--- config.mk ---
export PLATFORM = sky130hd
export DESIGN_NAME = shift_add_multiplier
export DESIGN_NICKNAME = d
export VERILOG_FILES = /design/src/rtl/shift_add_multiplier.sv
export SDC_FILE = /design/constraint.sdc
export NUM_CORES = 1
export LEC_CHECK = 0
export BUFFER_PORTS_ARGS = -buffer_cell sky130_fd_sc_hd__buf_4
export CORE_MARGIN = 8
export CORE_UTILIZATION = 30
export CTS_BUF_LIST = sky130_fd_sc_hd__clkbuf_2
export CTS_CLUSTER_DIAMETER = 80
export CTS_CLUSTER_SIZE = 24
export DETAILED_ROUTE_END_ITERATION = 6
export PLACE_DENSITY_LB_ADDON = 0.08
export REMOVE_ABC_BUFFERS = 1
export SYNTH_ARGS = -nofsm -noshare
export SYNTH_HDL_FRONTEND = slang
export SYNTH_SLANG_ARGS = --single-unit
--- constraint.sdc ---
create_clock -name clk -period 5 [get_ports clk]
set_clock_uncertainty 0.05 [all_clocks]
set_input_delay 0.75 -clock clk [delete_from_list [all_inputs] [get_ports clk]]
set_output_delay 0.75 -clock clk [all_outputs]
set_load 0.01 [all_outputs]
--- src/rtl/shift_add_multiplier.sv ---
// rtl/shift_add_multiplier.sv - sequential unsigned shift-and-add multiplier
// Built from half_adder cells chained into a WIDTH-bit ripple-carry adder.

module half_adder (
  input  logic a_i,
  input  logic b_i,
  output logic s_o,
  output logic c_o
);
  assign s_o = a_i ^ b_i;
  assign c_o = a_i & b_i;
endmodule

module full_adder_cell (
  input  logic a_i,
  input  logic b_i,
  input  logic c_i,
  output logic s_o,
  output logic c_o
);
  logic s1, c1, c2;

  half_adder u_ha0 (.a_i(a_i), .b_i(b_i), .s_o(s1),  .c_o(c1));
  half_adder u_ha1 (.a_i(s1),  .b_i(c_i), .s_o(s_o), .c_o(c2));

  assign c_o = c1 | c2;
endmodule

module ripple_adder #(
  parameter int W = 8
) (
  input  logic [W-1:0] a_i,
  input  logic [W-1:0] b_i,
  output logic [W:0]   sum_o
);
  logic [W:0] carry;

  assign carry[0] = 1'b0;

  for (genvar i = 0; i < W; i++) begin : g_bit
    full_adder_cell u_fa (
      .a_i(a_i[i]),
      .b_i(b_i[i]),
      .c_i(carry[i]),
      .s_o(sum_o[i]),
      .c_o(carry[i+1])
    );
  end

  assign sum_o[W] = carry[W];
endmodule

module shift_add_multiplier #(
  parameter int WIDTH = 8
) (
  input  logic               clk,
  input  logic               rst,
  input  logic               start,
  input  logic [WIDTH-1:0]   A,
  input  logic [WIDTH-1:0]   B,
  output logic               busy,
  output logic               done,
  output logic [2*WIDTH-1:0] P
);
  localparam int CW = $clog2(WIDTH) + 1;

  typedef enum logic {IDLE, CALC} state_t;

  state_t             state_q;
  logic [WIDTH-1:0]   mcand_q;
  logic [WIDTH:0]     acc_hi_q;
  logic [WIDTH-1:0]   acc_lo_q;
  logic [CW-1:0]      cnt_q;
  logic               busy_q;
  logic               done_q;
  logic [2*WIDTH-1:0] p_q;

  logic [WIDTH-1:0]   addend;
  logic [WIDTH:0]     sum;
  logic [2*WIDTH:0]   shift_d;
  logic               unused_top;

  assign addend = acc_lo_q[0] ? mcand_q : '0;

  ripple_adder #(.W(WIDTH)) u_add (
    .a_i(acc_hi_q[WIDTH-1:0]),
    .b_i(addend),
    .sum_o(sum)
  );

  // {0, sum, acc_lo} shifted right by one; acc_lo[0] has just been consumed.
  assign shift_d    = {1'b0, sum, acc_lo_q[WIDTH-1:1]};
  assign unused_top = acc_hi_q[WIDTH] ^ shift_d[2*WIDTH];

  always_ff @(posedge clk) begin
    if (rst) begin
      state_q  <= IDLE;
      mcand_q  <= '0;
      acc_hi_q <= '0;
      acc_lo_q <= '0;
      cnt_q    <= '0;
      busy_q   <= 1'b0;
      done_q   <= 1'b0;
      p_q      <= '0;
    end else begin
      done_q <= 1'b0;
      case (state_q)
        IDLE: begin
          if (start) begin
            mcand_q  <= A;
            acc_lo_q <= B;
            acc_hi_q <= '0;
            cnt_q    <= '0;
            busy_q   <= 1'b1;
            state_q  <= CALC;
          end
        end
        CALC: begin
          acc_hi_q <= shift_d[2*WIDTH:WIDTH];
          acc_lo_q <= shift_d[WIDTH-1:0];
          cnt_q    <= cnt_q + CW'(1);
          if (cnt_q == CW'(WIDTH - 1)) begin
            p_q     <= shift_d[2*WIDTH-1:0];
            done_q  <= 1'b1;
            busy_q  <= 1'b0;
            state_q <= IDLE;
          end
        end
        default: state_q <= IDLE;
      endcase
    end
  end

  assign busy = busy_q;
  assign done = done_q;
  assign P    = p_q;
endmodule

# Yosys cells after proc, flatten, opt, wreduce, memory -nomap -nowiden
# Index checks and enable logic that the tools add are counted.
# W data, S select, Z words.
dict set report classes {
  addsub 1
  n_eq_ne 3
  n_mux 14
  bitwise_logic 38
  n_reduce_logical 4
}
# cell n
set ops {}
lappend ops {{$pmux W8 S2} 2}
lappend ops {{$mux W8} 3}
lappend ops {{$and A1 B1 Y1} 15}
lappend ops {{$xor A1 B1 Y1} 15}
lappend ops {{$pmux W4 S2} 1}
lappend ops {{$or A1 B1 Y1} 7}
lappend ops {{$reduce_and A2 Y1} 3}
lappend ops {{$mux W1} 5}
lappend ops {{$add A4 B1 Y4 const B} 1}
lappend ops {{$eq A4 B3 Y1 const B} 1}
lappend ops {{$mux W4} 1}
lappend ops {{$pmux W1 S2} 2}
lappend ops {{$ne A2 B1 Y1 const B} 1}
lappend ops {{$ne A2 B2 Y1 const B} 1}
lappend ops {{$reduce_or A2 Y1} 1}
lappend ops {{$not A1 Y1} 1}
dict set report totals {
  register_bits 47
  in_bits 19
  output_inout_bits 18
}

# Logic depth before layout (Yosys ltp)
# Gate-level depths: netlist of the first run.
dict set report logic_depth {
  depth_word 17
  depth_mapped 16
  ltp_nobuf 15
}

# Hierarchy
# A second synthesis of the first run with hierarchy kept.
dict set report hier_totals {
  cells_unflattened 241
  area_unflattened_um2 2137.0
}
# mod instances cells_each area_each_um2
set by_module_without_submodules {}
lappend by_module_without_submodules {shift_add_multiplier 1 215 1875.5}
lappend by_module_without_submodules {half_adder 16 1 12.5}
lappend by_module_without_submodules {full_adder_cell 8 1 6.3}
lappend by_module_without_submodules {ripple_adder 1 2 11.3}

# Worst setup path before layout of the first run
# Ideal clock, no wire load.
dict set report synth_timing {
  path_kind {register to register}
  start {register acc_lo_q[0]}
  end {register p_q[14] (netlist: P[14])}
  arrival_ns 3.897
  required_time_ns 4.833
  setup_slack_ns 0.936
  stages_incl_launch_ff 16
  n_path_buf 1
  synth_period_minus_slack_ns 4.064
  path_cell_list {dfxtp_1 > clkbuf_1 > and2_1 > ha_1 > inv_1 > fa_1 > fa_1 > fa_1 > fa_1 > fa_1 > inv_1 > fa_1 > inv_1 > fa_1 > inv_1 > a22o_2}
}
dict set report synth_between {
  elab_chain_len 15
}
# item line_no
set synth_rtl {}
lappend synth_rtl {{start, declared} 72} ;# logic [WIDTH-1:0] acc_lo_q;
lappend synth_rtl {{start signal, assigned} 120} ;# acc_lo_q <= shift_d[WIDTH-1:0];
lappend synth_rtl {{$mux W8 *} 83} ;# assign addend = acc_lo_q[0] ? mcand_q : '0;
lappend synth_rtl {{$xor A1 B1 Y1 / $and A1 B1 Y1 (equally long branches)} {10, 11}}
lappend synth_rtl {{$and A1 B1 Y1} 11} ;# assign c_o = a_i & b_i;
lappend synth_rtl {{$or A1 B1 Y1} 26} ;# assign c_o = c1 | c2;
lappend synth_rtl {{$and A1 B1 Y1} 11}
lappend synth_rtl {{$or A1 B1 Y1} 26}
lappend synth_rtl {{$and A1 B1 Y1} 11}
lappend synth_rtl {{$or A1 B1 Y1} 26}
lappend synth_rtl {{$and A1 B1 Y1} 11}
lappend synth_rtl {{$or A1 B1 Y1} 26}
lappend synth_rtl {{$and A1 B1 Y1} 11}
lappend synth_rtl {{$or A1 B1 Y1} 26}
lappend synth_rtl {{$and A1 B1 Y1} 11}
lappend synth_rtl {{$or A1 B1 Y1} 26}
lappend synth_rtl {{$xor A1 B1 Y1 *} 10} ;# assign s_o = a_i ^ b_i;
lappend synth_rtl {{end signal, assigned} 123} ;# p_q <= shift_d[2*WIDTH-1:0];
lappend synth_rtl {{end, declared} 76} ;# logic [2*WIDTH-1:0] p_q;
# Mark *: on every way between the ends. The rest lies on a longest branch, timed or not.
# A chain may end at the register's enable or synchronous reset.

# Final worst setup path of the first run
dict set report layout_timing {
  start {register acc_lo_q[0]}
  end {register acc_hi_q[7]}
}
dict set report layout_between {
  elab_chain_len 17
}
# item line_no
set layout_rtl {}
lappend layout_rtl {{$mux W8 *} 83}
lappend layout_rtl {{$xor A1 B1 Y1 / $and A1 B1 Y1 (equally long branches)} {10, 11}}
lappend layout_rtl {{$and A1 B1 Y1} 11}
lappend layout_rtl {{$or A1 B1 Y1} 26}
lappend layout_rtl {{$and A1 B1 Y1} 11}
lappend layout_rtl {{$or A1 B1 Y1} 26}
lappend layout_rtl {{$and A1 B1 Y1} 11}
lappend layout_rtl {{$or A1 B1 Y1} 26}
lappend layout_rtl {{$and A1 B1 Y1} 11}
lappend layout_rtl {{$or A1 B1 Y1} 26}
lappend layout_rtl {{$and A1 B1 Y1} 11}
lappend layout_rtl {{$or A1 B1 Y1} 26}
lappend layout_rtl {{$and A1 B1 Y1} 11}
lappend layout_rtl {{$or A1 B1 Y1} 26}
lappend layout_rtl {{$and A1 B1 Y1} 11}
lappend layout_rtl {{$or A1 B1 Y1 *} 26}
lappend layout_rtl {{$pmux W8 S2 *} 107} ;# case (state_q)
lappend layout_rtl {{end signal, assigned} 119} ;# acc_hi_q <= shift_d[2*WIDTH:WIDTH];
lappend layout_rtl {{end, declared} 71} ;# logic [WIDTH:0] acc_hi_q;
# Marks and branches as above.

==> reports/results.tsv, run 1 <==
stage	metric	value	unit
logic_synthesis	largest area contributor in the netlist	dfxtp_1	
logic_synthesis	EDFF count, synth	0	
sta	final hold viol count	0	
clock_tree	Num CTS Buffers	5	
floorplan	die extent in y	98.58	um
route	uppermost routed layer	met4	
logic_synthesis	largest family of logic cells by synthesized area	compound AO/OA/AOI/OAI gates	
placement	Placer Congestion	0.6834	
grt	global-route usage over all layers	9.837	%
cells_and_area	P&R area growth vs syn	14.74	%
floorplan	IO Pins	37	
clock_tree	Clk pin slew, worst setup/hold paths	230	ps
floorplan	initial core utilization	30.62	%
logic_synthesis	XOR/XNOR share of the synthesized area	0	%
cells_and_area	antenna fix cells	0	
cells_and_area	post-layout util	35.13	%
route	final wirelength	4.512	mm
clock_tree	quantity of gates resized following cts	0	
sta	setup TNS	0	ps
power	maximum VDD drop	0.07762	mV
sta	Max Fclk	239.1	MHz
grt	vias in the first global route	1500	
route	routed wl met2	1.907	mm
logic_synthesis	Yosys warning total	0	
route	first drt pass iteration count	4	
critical_path	worst-path maximum fanout	9	
critical_path	WP data arrival	4500	ps
route	Iter 0 DRT Violations	46	
sta	RSZ-0062 raised after global routing	false	
route	met3 wire len	174	um
route	wire per inst	14.51	um
critical_path	Worst Path Required	5310	ps
clock_tree	Post-CTS Hold Fix Bufs	0	
critical_path	Setup CP Type	reg2reg	
logic_synthesis	synth unique cells	33	
logic_synthesis	mux cell area share after synthesis	8.807	%
grt	global-route wire length before repair	7.741	mm
clock_tree	CTS tree	done	
logic_synthesis	top-count cell post-synth	dfxtp_1	
power	Leak	0.9476	nW
floorplan	Rows	30	
clock_tree	Clock Latency Late Sink	400	ps
clock_tree	Setup Fix Bufs, Post-CTS	0	
cells_and_area	Filler cells	710	
logic_synthesis	share of flip-flops with an asynchronous set or reset	0	%
logic_synthesis	commonest cells in the netlist	dfxtp_1, nand2_1, nor2_1	
critical_path	crit path launch	acc_lo_q[0]	
flow_run	reported max-cap violation count	0	
sta	fin crit share	83.65	%
floorplan	die extent in x	98.58	um
grt	grt total ovfl	0	
cells_and_area	Post-Layout Inst Area	2347	um^2
logic_synthesis	ranking of synthesized cells by area	dfxtp_1, fa_1, a22o_2, mux2i_1, mux2_2	
clock_tree	CTS root buf	clkbuf_2	
logic_synthesis	Compound-Gate Fraction of Synth Area	14.62	%
logic_synthesis	Post-Syn Instances	202	
floorplan	core area	6681	um^2
logic_synthesis	register area share after synthesis	45.99	%
logic_synthesis	post-synthesis simple-gate area fraction	14.31	%
critical_path	Setup crit end kind	flip-flop	
worst_hold_path	hold_sp	mcand_q[0]	
sta	slew at the pin closest to its max-slew limit	600.5	ps
route	Via Count	1446	
clock_tree	H-tree depth	2	
grt	largest net degree at the start of global routing	37	
placement	Placed Area	2310	um^2
clock_tree	clock sinks	47	
sta	final setup vio count	0	
grt	initial antenna violation count	0	
run_status	outcome	complete, no violations	
logic_synthesis	Synth top area share	45.99	%
critical_path	R2R setup slack	820	ps
critical_path	Critical Path Start Type	flip-flop	
route	Antenna Nets Post-Route	0	
floorplan	Die ar.	9717	um^2
logic_synthesis	Avg Inst Size Synth	10.13	um^2
critical_path	RR Startpoint	acc_lo_q[0]	
logic_synthesis	Yosys reg bits	47	
route	met1 WL	2.384	mm
sta	Slew headroom	59.88	%
sta	crit path time final	4183	ps
placement	I/O Buffers	36	
cells_and_area	fin nets	258	
worst_hold_path	min-delay worst type	reg2reg	
route	# DRC	0	
logic_synthesis	Post-Syn Area	2046	um^2
route	vias per cell	4.650	
placement	dpl hpwl	2.990	mm
logic_synthesis	Synth Area in Adders	8.073	%
power	power per cell area	257.4	nW/um^2
logic_synthesis	Top FF cell, synth	dfxtp_1	
cells_and_area	layout cell share with drive strength beyond 1	27.27	%
sta	Slew Limit Fails	0	
clock_tree	Max Root-Sink Buffers	2	
routing by layer:
layer	up-vias	GRT usage (%)
li1	739	-
met1	674	13.38
met2	28	14.50
met3	5	2.819
met4	0	3.188
met5	-	0
report_power, final:
group          internal [mW]  switching (mW)
registers              0.386         0.00724
clock network         0.0337           0.120
logic                 0.0267          0.0310
path summary, 6_finish.rpt:
| check | end | cells after the start |
|---|---|---|
| min | mcand_q[0] | 2 |
| max | acc_hi_q[7] | 15 |
| max reg2reg | acc_hi_q[7] | 15 |
| min reg2reg | mcand_q[0] | 2 |
layout make-up:
type	instances	area (um^2)	area share, %
sequential	47	940.9	40.09
tap	80	100.1	4.264
timing repair buffer	37	277.8	11.83
clock inverter	2	7.507	0.3198
multi-input combinational	126	937.1	39.93
inverter	13	53.80	2.292
clock buffer	6	30.03	1.279
critical path, stage by stage (launching register included):
cell	delay, ps
dfxtp_1	550
and2_1	180
ha_1	140
inv_1	50
fa_1	410
fa_1	420
fa_1	420
fa_1	440
fa_1	400
inv_1	80
fa_1	160
inv_1	50
fa_1	390
or2b_1	220
o31a_1	100
nor2_1	70
kinds of logic after synthesis:
family / after synthesis
buf+inv: 29
flops: 47
simple gates: 60
mux: 17
fa+ha+maj: 9
compound gates: 40
sequential cells by signal, indices dropped and copies added, names as in the netlist:
register / cells
P: 16
acc_hi_q: 8
acc_lo_q: 8
busy: 1
cnt_q: 4
done: 1
mcand_q: 8
state_q: 1
layout by cell type (no fill, tap or decap), types with 2 or more instances in the layout:
cell	Yosys	final
nor2b_1	2	2
clkbuf_2	0	6
buf_4	2	37
nand2_1	22	22
mux2_2	8	8
o31a_1	5	5
ha_1	2	2
nor3b_1	4	4
fa_1	7	7
and2_1	2	2
o2bb2ai_1	5	5
clkinv_1	0	2
nor2_1	19	19
mux2i_1	9	9
inv_1	12	12
nand2b_1	5	5
dfxtp_1	47	47
a21oi_1	15	15
a22o_2	9	9
a22o_1	2	2
per-stage QoR:
stage          setup WS [ps]  total power, mW  instances  hold WS, ps
5_1_grt                503.7           0.6414        311        436.0
6_report               817.5           0.6042        311        413.6
4_1_cts                746.1           0.6204        311        420.1
3_3_place_gp           867.0           0.4595        303        390.5
3_5_place_dp           786.9           0.4594        303        394.7
2_1_floorplan           1043           0.4297        186        375.7
(Power assumes the default switching activity.)
==> inputs of run 2 (changes only) <==
Clock period 5 ns to 3.35 ns, I/O delays scaled along.
==> run 2 against run 1 <==
Combinational power rose by 58%. Utilization rose by 1.5 points. Wire length rose by 0.42%. Clock power rose by 100%. Die area did not move. Critical path type unchanged. The flow now finishes with violations (negative setup slack). Non-clock buffer count rose by 4.
==> reports/results.tsv, run 2 (synthesis gave the netlist of run 1 again) <==
stage	metric	value	unit
run_status	outcome	finished with violations	
run_status	violated checks	negative setup slack	
grt	largest net degree at the start of global routing	36	
clock_tree	Setup Fix Bufs, Post-CTS	0	
clock_tree	Clk pin slew, worst setup/hold paths	270	ps
sta	Max Fclk	279.6	MHz
sta	fin crit share	106.7	%
cells_and_area	max FFs per register	16	
floorplan	die extent in x	98.58	um
grt	global-route usage over all layers	10.03	%
clock_tree	clock sinks	47	
clock_tree	Max Root-Sink Buffers	2	
power	Gate power share	9.3	%
clock_tree	H-tree depth	2	
power	share of power burned in registers	59.4	%
cells_and_area	P&R area growth vs syn	19.63	%
sta	Slew headroom	59.44	%
route	final wirelength	4.531	mm
power	Leak	0.9807	nW
power	clock group share of total power	31.3	%
sta	final setup vio count	3	
route	wire per inst	14.38	um
route	Antenna Nets Post-Route	0	
clock_tree	Clock Latency Late Sink	430	ps
floorplan	die extent in y	98.58	um
placement	Placer Congestion	0.6544	
critical_path	Setup crit end kind	flip-flop	
route	vias per cell	4.543	
floorplan	core area	6681	um^2
critical_path	WP data arrival	3860	ps
critical_path	Worst Path Required	3630	ps
sta	RSZ-0062 raised after global routing	true	
flow_run	reported max-cap violation count	0	
cells_and_area	post-layout util	36.63	%
placement	Placed Area	2340	um^2
cells_and_area	Post-Layout Inst Area	2447	um^2
power	Pwr Total	0.9858	mW
power	maximum VDD drop	0.1775	mV
route	# DRC	0	
route	first drt pass iteration count	4	
cells_and_area	layout cell share with drive strength beyond 1	35.32	%
cells_and_area	commonest non-fill, non-tap cells in the layout	dfxtp_1, buf_4, nand2_1, nor2_1, a21oi_1	
clock_tree	CTS root buf	clkbuf_2	
placement	setup slack after placement	-611.1	ps
critical_path	worst-path maximum fanout	2	
critical_path	R2R setup slack	-230	ps
sta	smallest setup slack after layout	-225.9	ps
route	Iter 0 DRT Violations	29	
sta	crit path time final	3576	ps
critical_path	Critical Path Start Type	flip-flop	
critical_path	Setup CP Type	reg2reg	
cells_and_area	fin nets	262	
grt	vias in the first global route	1568	
grt	initial antenna violation count	0	
worst_hold_path	min-delay worst type	in2reg	
grt	global-route wire length before repair	7.872	mm
placement	placed insts	307	
route	Via Count	1431	
floorplan	Die ar.	9717	um^2
floorplan	initial core utilization	30.62	%
power	P_int	0.7417	mW
clock_tree	Num CTS Buffers	5	
sta	Slew Limit Fails	0	
floorplan	IO Pins	37	
grt	grt total ovfl	0	
cells_and_area	most common cell after layout, fill and taps aside	dfxtp_1	
sta	final hold viol count	0	
cells_and_area	fin cells	315	
power	power per cell area	402.8	nW/um^2
power	Sw Share	24.76	%
cells_and_area	antenna fix cells	0	
clock_tree	CTS tree	done	
floorplan	Rows	30	
power	P_sw	0.2441	mW
placement	I/O Buffers	36	
placement	dpl hpwl	3.055	mm
sta	slew at the pin closest to its max-slew limit	607.2	ps
run 2: cell count changes in the layout (fill, tap and decap cells not counted), sizes merged:
cell	change
bufinv	+1
buf	+4
clkbuf	-1
run 2: power by group through the flow:
| stage | clock network (mW) | logic (mW) | registers (mW) |
|---|---|---|---|
| finish | 0.309 | 0.0913 | 0.586 |
| global route | 0.344 | 0.102 | 0.590 |
| CTS | 0.327 | 0.0926 | 0.587 |
| detailed placement | 0 | 0.0909 | 0.597 |
| global placement | 0 | 0.0914 | 0.597 |
| floorplan | 0 | 0.0399 | 0.601 |
run 2: layout make-up:
cell class	count	area (um^2)
Inverter	13	53.80
Multi-Input combinational cell	126	975.9
Sequential cell	47	942.2
Clock buffer	5	25.02
Clock inverter	3	38.79
Timing Repair Buffer	41	311.5
Tap cell	80	100.1
Fill cell	710	4234
run 2: worst paths after layout:
kind | start | endpoint | depth (start not counted)
max | acc_lo_q[0] | P[14] | 14
min | A[5] | mcand_q[5] | 3
max reg2reg | acc_lo_q[0] | P[14] | 14
min reg2reg | mcand_q[7] | mcand_q[7] | 2
run 2: layer usage:
metal / vias up / GRT usage (%) / routed length, um
li1: 738 / - / -
met1: 656 / 13.58 / 2329
met2: 30 / 14.70 / 1950
met3: 7 / 2.889 / 195
met4: 0 / 3.542 / 56
met5: - / 0 / 0
run 2: through the flow:
stage	hold slack [ps]	setup TNS, ps
2_1_floorplan	375.7	-2659
3_3_place_gp	398.3	-2485
3_5_place_dp	398.1	-2736
4_1_cts	218.6	-575.9
5_1_grt	210.4	-978.6
6_report	255.6	-627.6
run 2: timing repair:
action | in CTS | in global routing
hold buffers | 0 | 0
gates resized for setup | 16 | 1
pin swaps | 10 | 1
endpoints found under the setup margin | 7 | 6
run 2: worst max-delay path, stage by stage, from the launching register on:
cell	delay [ps]
dfxtp_2	400
and2_4	140
ha_4	120
inv_2	30
fa_2	330
fa_2	340
fa_2	350
fa_2	340
fa_2	340
inv_2	60
fa_2	180
inv_2	40
fa_2	520
inv_2	40
a22o_2	190
==> inputs of run 3 (changes only) <==
Settings changed: CORE_UTILIZATION 30 to 51.
==> run 3 against run 2 <==
The flow still finishes with violations (negative setup slack). Clock power decreased by 28%. Critical path type unchanged. Setup slack improved by 34 ps. Largest cell class unchanged. Final cell count is 10% lower. First-iteration DRC count grew 110%. Total power down 9.1%. Design area down 3.8%.
==> reports/results.tsv, run 3 (synthesis gave the netlist of run 1 again) <==
stage	metric	value	unit
route	wire per inst	15.84	um
floorplan	IO Pins	37	
power	Leak	0.9572	nW
critical_path	worst-path maximum fanout	8	
clock_tree	Clk pin slew, worst setup/hold paths	210	ps
power	P_sw	0.2304	mW
clock_tree	Max Root-Sink Buffers	2	
sta	smallest setup slack after layout	-192.3	ps
clock_tree	H-tree depth	2	
grt	global-route wire length before repair	7.217	mm
grt	grt total ovfl	0	
clock_tree	Post-CTS Hold Fix Bufs	0	
cells_and_area	commonest non-fill, non-tap cells in the layout	dfxtp_1, buf_4, nand2_1, nor2_1, a21oi_1	
floorplan	core area	3943	um^2
clock_tree	CTS tree	done	
cells_and_area	max FFs per register	16	
route	final wirelength	4.468	mm
critical_path	Setup CP Type	reg2reg	
grt	global-route usage over all layers	14.77	%
route	first drt pass iteration count	4	
power	power per cell area	380.4	nW/um^2
power	Gate power share	9.4	%
critical_path	RR Startpoint	acc_lo_q[0]	
placement	dpl hpwl	3.159	mm
floorplan	Die ar.	6294	um^2
sta	Slew Limit Fails	0	
power	Sw Share	25.73	%
cells_and_area	P&R area growth vs syn	15.11	%
sta	final hold viol count	0	
sta	RSZ-0062 raised after global routing	true	
placement	placed insts	274	
sta	slew at the pin closest to its max-slew limit	773.8	ps
floorplan	initial core utilization	51.89	%
sta	Max Fclk	282.3	MHz
flow_run	reported max-cap violation count	0	
clock_tree	clock sinks	47	
critical_path	Worst Path Required	3630	ps
placement	Placer Congestion	0.7843	
route	Iter 0 DRT Violations	61	
floorplan	die extent in x	79.34	um
floorplan	Rows	23	
route	Antenna Nets Post-Route	0	
route	Via Count	1445	
cells_and_area	fin nets	259	
critical_path	crit path launch	acc_lo_q[0]	
clock_tree	Num CTS Buffers	5	
sta	Slew headroom	48.34	%
sta	crit path time final	3542	ps
critical_path	Setup crit end kind	flip-flop	
grt	largest net degree at the start of global routing	31	
route	vias per cell	5.124	
cells_and_area	fin cells	282	
cells_and_area	antenna fix cells	0	
power	maximum VDD drop	0.2536	mV
route	# DRC	0	
critical_path	crit-path max cell delay	520	ps
grt	vias in the first global route	1541	
run_status	violated checks	negative setup slack	
clock_tree	CTS root buf	clkbuf_2	
critical_path	CP Buf/Inv Count	4	
power	clock group share of total power	24.7	%
sta	fin crit share	105.7	%
critical_path	worst path cell trace	buf_4 -> nand2_1 -> fa_2 -> fa_2 -> fa_2 -> fa_2 -> fa_2 -> inv_2 -> fa_2 -> inv_2 -> fa_2 -> inv_2 -> a22o_2	
clock_tree	Clock Latency Late Sink	410	ps
cells_and_area	layout cell share with drive strength beyond 1	34.91	%
placement	I/O Buffers	36	
power	share of power burned in registers	65.9	%
critical_path	Critical Path Start Type	flip-flop	
placement	setup slack after placement	-675.1	ps
critical_path	CP max stage cell	fa_2	
worst_hold_path	hold_sp	A[5]	
grt	initial antenna violation count	0	
power	P_int	0.6652	mW
cells_and_area	most common cell after layout, fill and taps aside	dfxtp_1	
critical_path	cell family with most CP delay	adder cells	
clock_tree	Setup Fix Bufs, Post-CTS	0	
run_status	outcome	finished with violations	
worst_hold_path	min-delay worst type	in2reg	
sta	final setup vio count	3	
critical_path	Most Frequent Cell on Critical Path	fa_2	
critical_path	WP data arrival	3820	ps
floorplan	die extent in y	79.34	um
[run 3: repair_timing]
| action | 4_1_cts | 5_1_grt |
|---|---|---|
| pin swaps | 10 | 0 |
| hold endpoints to repair | 0 | 0 |
| endpoints found under the setup margin | 7 | 3 |
| gates resized for setup | 16 | 0 |
[run 3: metrics by stage]
stage          power [mW]  setup TNS, ps  cell area, um^2  utilization, %  hold WS (ps)
5_1_grt            0.9506         -765.6             2355           59.73         194.3
3_5_place_dp       0.6846          -3089             2280           57.82         395.5
3_3_place_gp       0.6811          -2351             2280           57.82         395.0
4_1_cts            0.9052         -563.7             2355           59.73         246.9
2_1_floorplan      0.6413          -2659             1932               -         375.7
6_report           0.8956         -494.8             2355           59.73         266.3
[run 3: power by group through the flow]
stage               clock network (mW)  logic [mW]  registers [mW]
detailed placement                   0      0.0833           0.601
finish                           0.221      0.0839           0.591
global placement                     0      0.0807           0.600
global route                     0.264      0.0927           0.594
CTS                              0.230      0.0843           0.591
floorplan                            0      0.0399           0.601
[run 3: final timing paths]
check,to,slack [ps],depth (start not counted)
setup / recovery,P[14],-190,13
hold / removal,mcand_q[5],270,3
setup reg to reg,P[14],-190,13
hold reg to reg,mcand_q[0],420,2
[run 3: layer usage]
metal | track usage [%] | part of all wire, %
met1 | 16.34 | 42
met3 | 5.869 | 5.2
met2 | 25.23 | 51
met5 | 0 | 0
met4 | 4.815 | 1.1
[run 3: area by class of cell]
class                   count  area, um^2
fillers                   345        1588
multi-input cells         126       969.7
flip-flops and latches     47       943.4
repair buffers             38       285.3
well taps                  50       62.56
inverters                  13       53.80
clock buffers               5       25.02
clock inverters             3       15.01
[run 3: worst reg2reg max path, stage by stage (launching register included)]
cell and delay [ps]:
dfxtp_2 370, buf_4 140, nand2_1 90, fa_2 390, fa_2 350, fa_2 350
fa_2 350, fa_2 350, inv_2 60, fa_2 180, inv_2 40, fa_2 520
inv_2 40, a22o_2 200
